==> src/rtl/vector_packer_if.sv <==
// Stream-in / beat-out bus of the vector packer.
// master = upstream source and downstream sink; slave = the packer itself.
interface vector_packer_if #(
  parameter int bitwidth = 16,
  parameter int N        = 8
);
  localparam int CNT_W = $clog2(N) + 1;

  logic [bitwidth-1:0]   s_data;
  logic                  s_valid;
  logic                  s_last;
  logic                  s_ready;
  logic [N*bitwidth-1:0] m_data;
  logic                  m_valid;
  logic                  m_last;
  logic [CNT_W-1:0]      m_count;
  logic                  m_ready;

  modport master (
    output s_data, s_valid, s_last, m_ready,
    input  s_ready, m_data, m_valid, m_last, m_count
  );

  modport slave (
    input  s_data, s_valid, s_last, m_ready,
    output s_ready, m_data, m_valid, m_last, m_count
  );
endinterface

==> src/rtl/vector_packer.sv <==
// Serial-to-parallel packer: gathers scalars into N-lane beats for the adder tree,
// padding short final beats with the additive identity.
module vector_packer #(
  parameter int                  bitwidth  = 16,
  parameter int                  N         = 8,
  parameter logic [bitwidth-1:0] PAD_VALUE = '0
) (
  input  logic           clk,
  input  logic           rstn,
  vector_packer_if.slave bus
);
  localparam int IDX_W = $clog2(N);
  localparam int CNT_W = $clog2(N) + 1;
  localparam logic [N-1:0][bitwidth-1:0] PAD_BEAT = {N{PAD_VALUE}};

  logic [IDX_W-1:0]              idx_q, idx_d;
  logic [N-1:0][bitwidth-1:0]    buf_q, buf_d;
  logic [N-1:0][bitwidth-1:0]    data_q, data_d;
  logic                          valid_q, valid_d;
  logic                          last_q, last_d;
  logic [CNT_W-1:0]              count_q, count_d;
  logic                          s_ready;
  logic                          accept;
  logic                          complete;

  assign s_ready  = !valid_q || bus.m_ready;
  assign accept   = bus.s_valid && s_ready;
  assign complete = accept && ((idx_q == IDX_W'(N - 1)) || bus.s_last);

  always_comb begin
    idx_d   = idx_q;
    buf_d   = buf_q;
    data_d  = data_q;
    valid_d = valid_q;
    last_d  = last_q;
    count_d = count_q;

    if (valid_q && bus.m_ready) begin
      valid_d = 1'b0;
    end

    // A completing element bypasses the buffer; lanes above it are still PAD.
    if (complete) begin
      data_d         = buf_q;
      data_d[idx_q]  = bus.s_data;
      count_d        = CNT_W'(idx_q) + CNT_W'(1);
      last_d         = bus.s_last;
      valid_d        = 1'b1;
      buf_d          = PAD_BEAT;
      idx_d          = '0;
    end else if (accept) begin
      buf_d[idx_q]   = bus.s_data;
      idx_d          = idx_q + IDX_W'(1);
    end
  end

  always_ff @(posedge clk or negedge rstn) begin
    if (!rstn) begin
      idx_q   <= '0;
      buf_q   <= PAD_BEAT;
      data_q  <= '0;
      valid_q <= 1'b0;
      last_q  <= 1'b0;
      count_q <= '0;
    end else begin
      idx_q   <= idx_d;
      buf_q   <= buf_d;
      data_q  <= data_d;
      valid_q <= valid_d;
      last_q  <= last_d;
      count_q <= count_d;
    end
  end

  assign bus.s_ready = s_ready;
  assign bus.m_data  = data_q;
  assign bus.m_valid = valid_q;
  assign bus.m_last  = last_q;
  assign bus.m_count = count_q;
endmodule
==> src/flat_wrapper.sv <==
// flat-port wrapper written by rule: the top's interface ports become plain ports
module vector_packer_flat 
#(
  parameter int                  bitwidth  = 16,
  parameter int                  N         = 8,
  parameter logic [bitwidth-1:0] PAD_VALUE = '0
)
  (clk, rstn, bus_s_data, bus_s_valid, bus_s_last, bus_m_ready, bus_s_ready, bus_m_data, bus_m_valid, bus_m_last, bus_m_count);
  vector_packer_if #(.bitwidth(bitwidth), .N(N)) bus_i ();
  input  logic clk;
  input  logic rstn;
  input wire logic [$bits(bus_i.s_data)-1:0] bus_s_data;
  input wire logic [$bits(bus_i.s_valid)-1:0] bus_s_valid;
  input wire logic [$bits(bus_i.s_last)-1:0] bus_s_last;
  input wire logic [$bits(bus_i.m_ready)-1:0] bus_m_ready;
  output wire logic [$bits(bus_i.s_ready)-1:0] bus_s_ready;
  output wire logic [$bits(bus_i.m_data)-1:0] bus_m_data;
  output wire logic [$bits(bus_i.m_valid)-1:0] bus_m_valid;
  output wire logic [$bits(bus_i.m_last)-1:0] bus_m_last;
  output wire logic [$bits(bus_i.m_count)-1:0] bus_m_count;
  assign bus_i.s_data = bus_s_data;
  assign bus_i.s_valid = bus_s_valid;
  assign bus_i.s_last = bus_s_last;
  assign bus_i.m_ready = bus_m_ready;
  assign bus_s_ready = bus_i.s_ready;
  assign bus_m_data = bus_i.m_data;
  assign bus_m_valid = bus_i.m_valid;
  assign bus_m_last = bus_i.m_last;
  assign bus_m_count = bus_i.m_count;
  vector_packer #(.bitwidth(bitwidth), .N(N), .PAD_VALUE(PAD_VALUE)) u_core (.clk(clk), .rstn(rstn), .bus(bus_i));
endmodule
==> config.mk <==
export PLATFORM = sky130hd
export DESIGN_NAME = vector_packer_flat
export DESIGN_NICKNAME = d
export VERILOG_FILES = /design/src/rtl/vector_packer_if.sv /design/src/rtl/vector_packer.sv /design/src/flat_wrapper.sv
export SDC_FILE = /design/constraint.sdc
export NUM_CORES = 1
export LEC_CHECK = 0
export ABC_AREA = 1
export BUFFER_PORTS_ARGS = -buffer_cell sky130_fd_sc_hd__buf_4
export CORE_UTILIZATION = 50
export DETAILED_ROUTE_END_ITERATION = 6
export PLACE_DENSITY = 0.71
export SLEW_MARGIN = 0
export SYNTH_ARGS = -nofsm -noshare
export SYNTH_HDL_FRONTEND = slang
export SYNTH_SLANG_ARGS = --single-unit
==> constraint.sdc <==
create_clock -name clk -period 3.7 [get_ports clk]
set_input_delay 0.185 -clock clk [delete_from_list [all_inputs] [get_ports clk]]
set_output_delay 0.185 -clock clk [all_outputs]
set_load 0.1 [all_outputs]
# Word-level counts from Yosys, hierarchy flattened
# Index checks and enable logic that the tools add are counted.
dict set report word_totals {
  in_bits 21
  word_cells 43
  register_bits 265
}
dict set report classes {
  addsub 2
  muxes 9
  reduce_logical 9
  n_eq_ne 1
  n_lt_le_gt_ge 2
}
# op count
set ops {}
lappend ops {{128-bit 2-to-1 mux} 2}
lappend ops {{128-bit bitwise mux} 1}
lappend ops {{16-bit demux with 3-bit select} 1}
lappend ops {{16-bit 2-to-1 mux} 1}
lappend ops {{3-bit 2-to-1 mux} 2}
lappend ops {{3-bit by 1-bit adder with 4-bit output, second input constant} 1}
lappend ops {{1-bit logical AND} 4}
lappend ops {{3-bit by 4-bit < comparator with 1-bit output, second input constant} 1}
lappend ops {{2-bit nonzero test} 2}
lappend ops {{3-bit by 1-bit adder with 3-bit output, second input constant} 1}
lappend ops {{3-bit equality test, second input constant} 1}
lappend ops {{3-bit by 1-bit >= comparator with 1-bit output, second input constant} 1}
lappend ops {{1-bit logical OR} 2}
lappend ops {{1-bit 2-to-1 mux} 2}
lappend ops {{1-bit logical NOT} 1}

# Logic depth before layout (Yosys ltp)
dict set report logic_depth {
  depth_word 7
  mapped_depth 9
  mapped_depth_nobuf 7
}

# Worst setup path after synthesis
# OpenSTA, ideal clock, no wires.
dict set report synth_path {
  kind {reg2reg}
  start {reg u_core.valid_q (netlist: u_core.bus.m_valid)}
  end {reg u_core.data_q (netlist bit u_core.bus.m_data[36])}
  path_stages_with_launch 9
  path_slack_ns 1.209
  period_less_slack_ns 2.491
  arrival_time_ns 2.423
  setup_ns 0.068
  path_cell_list {dfrtp_1 -> nand2_2 -> nand2_2 -> inv_2 -> nand2_2 -> buf_4 -> buf_2 -> nand2_1 -> nand2_1}
}
dict set report synth_between {
  elab_chain_len 4
}
# element line_no
set synth_lines {}
lappend synth_lines {{start: declaration} vector_packer.sv:19} ;# logic valid_q, valid_d;
lappend synth_lines {{start signal: assignment} vector_packer.sv:69} ;# valid_q <= valid_d;
lappend synth_lines {{1-bit logical NOT} vector_packer.sv:26} ;# assign s_ready = !valid_q || bus.m_ready;
lappend synth_lines {{1-bit logical OR} vector_packer.sv:26}
lappend synth_lines {{net bus_s_ready} flat_wrapper.sv:16} ;# output wire logic [$bits(bus_i.s_ready)-1:0] bus_s_ready;
lappend synth_lines {{1-bit logical AND} vector_packer.sv:27} ;# assign accept = bus.s_valid && s_ready;
lappend synth_lines {{1-bit logical AND} vector_packer.sv:28} ;# assign complete = accept && ((idx_q == IDX_W'(N - 1)) || bus.s_last);
lappend synth_lines {{end signal: assignment} vector_packer.sv:68} ;# data_q <= data_d;
lappend synth_lines {{end: declaration} vector_packer.sv:18} ;# logic [N-1:0][bitwidth-1:0] data_q, data_d;
# The timed path passes the listed nets, and every way through them passes these cells.
# A chain may end at the register's enable or synchronous reset.

# Final worst setup path
dict set report layout_path {
  start {reg u_core.idx_q[0]}
  end {reg u_core.buf_q[14] (netlist name)}
}
dict set report layout_between {
  elab_chain_len 7
}
# element line_no
set layout_lines {}
lappend layout_lines {{start: declaration} vector_packer.sv:16} ;# logic [IDX_W-1:0] idx_q, idx_d;
lappend layout_lines {{start signal: assignment} vector_packer.sv:66} ;# idx_q <= idx_d;
lappend layout_lines {{3-bit by 4-bit < comparator with 1-bit output (not written as such) / 3-bit by 1-bit >= comparator with 1-bit output (equally long branches)} vector_packer.sv:52} ;# buf_d[idx_q] = bus.s_data;
lappend layout_lines {{1-bit logical AND (not written as such)} vector_packer.sv:52}
lappend layout_lines {{16-bit 2-to-1 mux (not written as such)} vector_packer.sv:52}
lappend layout_lines {{16-bit demux with 3-bit select} -}
lappend layout_lines {{128-bit bitwise mux} vector_packer.sv:52}
lappend layout_lines {{128-bit 2-to-1 mux} vector_packer.sv:51} ;# end else if (accept) begin
lappend layout_lines {{128-bit 2-to-1 mux} vector_packer.sv:43} ;# if (complete) begin
lappend layout_lines {{end signal: assignment} vector_packer.sv:67} ;# buf_q <= buf_d;
lappend layout_lines {{end: declaration} vector_packer.sv:17} ;# logic [N-1:0][bitwidth-1:0] buf_q, buf_d;
# Several ways; a longest one is shown, not always the timed one. The select of a mux whose other input is x is not followed.

==> metrics <==
IO Port Bufs=~160; post-synthesis compound-gate area fraction=0.00125; clock buffer depth=3; simple-gate area share of the yosys netlist=0.391; Fin Setup TNS=0 ns; share of layout cells above drive strength 1=0.137; DR pass1 iterations=5; mux cell area share after synthesis=0; Period minus WS final=2.42 ns; synth warn=0; GP Congestion=between 0.8 and 0.9; die height=about 160 µm; area used by multi-input combinational logic=0.00476 mm²; CP Capture Type=flop; Final setup viols=0; top-area cell type share of the netlist area=0.551; # DRC=0; Setup Fix Bufs, Post-CTS=0; Layout Cells excl Fill=between 2,000 and 2,500; WL per Instance=approximately 16 µm; Hold-fix buffers, CTS=3; Worst Hold Launch=bus_s_data[0]; Crit Path Max Fanout=72; CTS resizes=0; number of vias per cell=5.28; Nets=between 1,500 and 2,000; Yosys cell types=17; Hold Path Cell Cnt=5; Hold/Removal Path Class=in -> reg; register area share after synthesis=0.551; Worst Slack Setup Final=roughly 1.3 ns; max frequency=between 400 and 500 MHz; post-route ant nets=0; main combinational cell family by area after synthesis=simple AND/OR/NAND/NOR gates; Max H-tree Level=1; Core Util, Final=0.607; Hold Slack=between 0.08 and 0.09 ns; initial antenna violation count=0; max cap viols=0; Clock transition at path regs=roughly 0.070 ns; CP required=about 4 ns; via count=~11,000; Starting Density=0.512; clk_skew=0.00963 ns; gr ovfl total=0; clock latency on the worst-skew pair=0.54 ns; Worst R2R End=u_core.buf_q[14]; Mapped Cells=1,577; Crit Path Class=reg -> reg; post-synthesis xor/xnor area fraction=0; most frequent cells in the layout=nand2_1 (966), dfrtp_1 (264), buf_4 (162); sink of the worst hold path=u_core.buf_q[112]; Synth area leaders=dfrtp_1 (55%), nand2_1 (30%), nand3_1 (5.3%), nand4_1 (2.5%), buf_2 (2.3%); Area Overhead vs Synth=18.6%; static leakage=~0.0084 µW; vias in the first global route=between 10,000 and 15,000; adder-cell share of the synthesized area=0.00208; reg2reg path depth=7; placed cell count=about 2,000; status=finished clean; largest net degree at the start of global routing=approximately 110; reg2reg start=u_core.idx_q[0]; crit path DAT=between 2 and 3 ns; Core ar.=~0.024 mm²; Initial DRC Count=approximately 1,200; cell area power density=705 mW/mm²; pre-CTS setup slack=roughly 1.3 ns; Mean Syn Cell Area=between 7 and 8 µm²; DP HPWL=~20 mm; RSZ-0062 raised after global routing=false; cell taking the most area after synthesis=dfrtp_1; Root Driver=clkbuf_16; Die ar.=roughly 0.025 mm²; number of fill cells=about 2,100; Relative slew margins=0.309; first-pass GRT wire length=approximately 53 mm; final wirelength=approximately 33 mm; Peak VDD IR=0.523 mV; Cell Area, Synth=0.0120 mm²; diode count=0; R2R setup slack=around 1.3 ns; commonest non-fill, non-tap cell in the layout=nand2_1; Mapped Nets=1,600; Slew Limit Fails=0; CTS tree=yes; # rows=between 50 and 60; slew at the pin closest to its max-slew limit=1.04 ns; final hold viol count=0; register area=about 0.0066 mm²; crit share post-route=0.654; flop and latch count out of synthesis=roughly 270; num ports=roughly 160; Startpoint Class=flop; CTS sink count=265; TritonCTS Buffers=28; die width=about 160 µm; GRT Util Overall=0.275
[synth_stat cells]
cell type and n:
buf_2 56, ha_1 2, nand3_1 128, nor2_4 4
nand3_2 6, nand4_1 48, nand2_1 966, nand2_2 3
inv_4 1, buf_4 8, inv_2 4, nor2_2 3
o21ai_0 3, inv_1 49, dfrtp_1 265, clkbuf_1 22
buf_1 9
[power breakdown]
group          switching [µW]  total (µW)  leakage (µW)  internal (µW)
Sequential                257        3560       0.00360           3300
Combinational            2960        3620       0.00428            668
Clock                    1150        2890      0.000467           1750
Total                    4360       10100       0.00835           5710
[sequential cells by signal (all words and copies together) (netlist names)]
name / count
u_core.bus.m_valid: 1
u_core.buf_q: 128
u_core.bus.m_data: 128
u_core.idx_q: 3
u_core.bus.m_count: 4
u_core.bus.m_last: 1
[how the worst max path moves through the flow]
stage	slack, ns	end	cells after the start	from
finish	1.28	u_core.buf_q[14]	7	u_core.idx_q[0]
global route	1.05	u_core.buf_q[0]	7	u_core.idx_q[0]
CTS	1.30	u_core.buf_q[14]	7	u_core.idx_q[0]
detailed placement	1.32	u_core.buf_q[0]	7	u_core.idx_q[0]
global placement	1.39	u_core.buf_q[1]	7	u_core.idx_q[0]
floorplan	1.21	u_core.bus.m_data[36]	8	u_core.bus.m_valid
[cell families after synthesis]
family | after synthesis
buf+inv | 149
flops | 265
simple gates | 1158
compound gates | 3
fa+ha+maj | 2
[per-stage QoR]
stage,instance area [µm²],total power (µW)
after floorplan,12000,6370
after global placement,13300,7170
after detailed placement,13300,7220
after CTS,14300,10100
after global routing,14300,10500
final,14300,10100
[worst max-delay path, stage by stage, from the launching register on]
cell and delay (ns):
dfrtp_2 0.40, buf_4 0.31, inv_4 0.60, nand2_1 0.57
nand2_1 0.19, nand2_1 0.08, nand2_1 0.06, nand2_1 0.07
[final cells by class]
type,instances,area share
Clock buffer,39,0.0576
Clock inverter,9,0.00858
Inverter,54,0.0144
Multi-Input combinational cell,1163,0.333
Sequential cell,265,0.464
Tap cell,319,0.0279
Timing Repair Buffer,170,0.0939
[layer usage]
| metal | share of wire | track usage |
|---|---|---|
| met4 | 0.031 | 0.0846 |
| met2 | 0.45 | 0.419 |
| met3 | 0.085 | 0.0518 |
| met1 | 0.43 | 0.397 |
| met5 | 0 | 0 |
No activity file was read; power rests on OpenSTA's default activity.
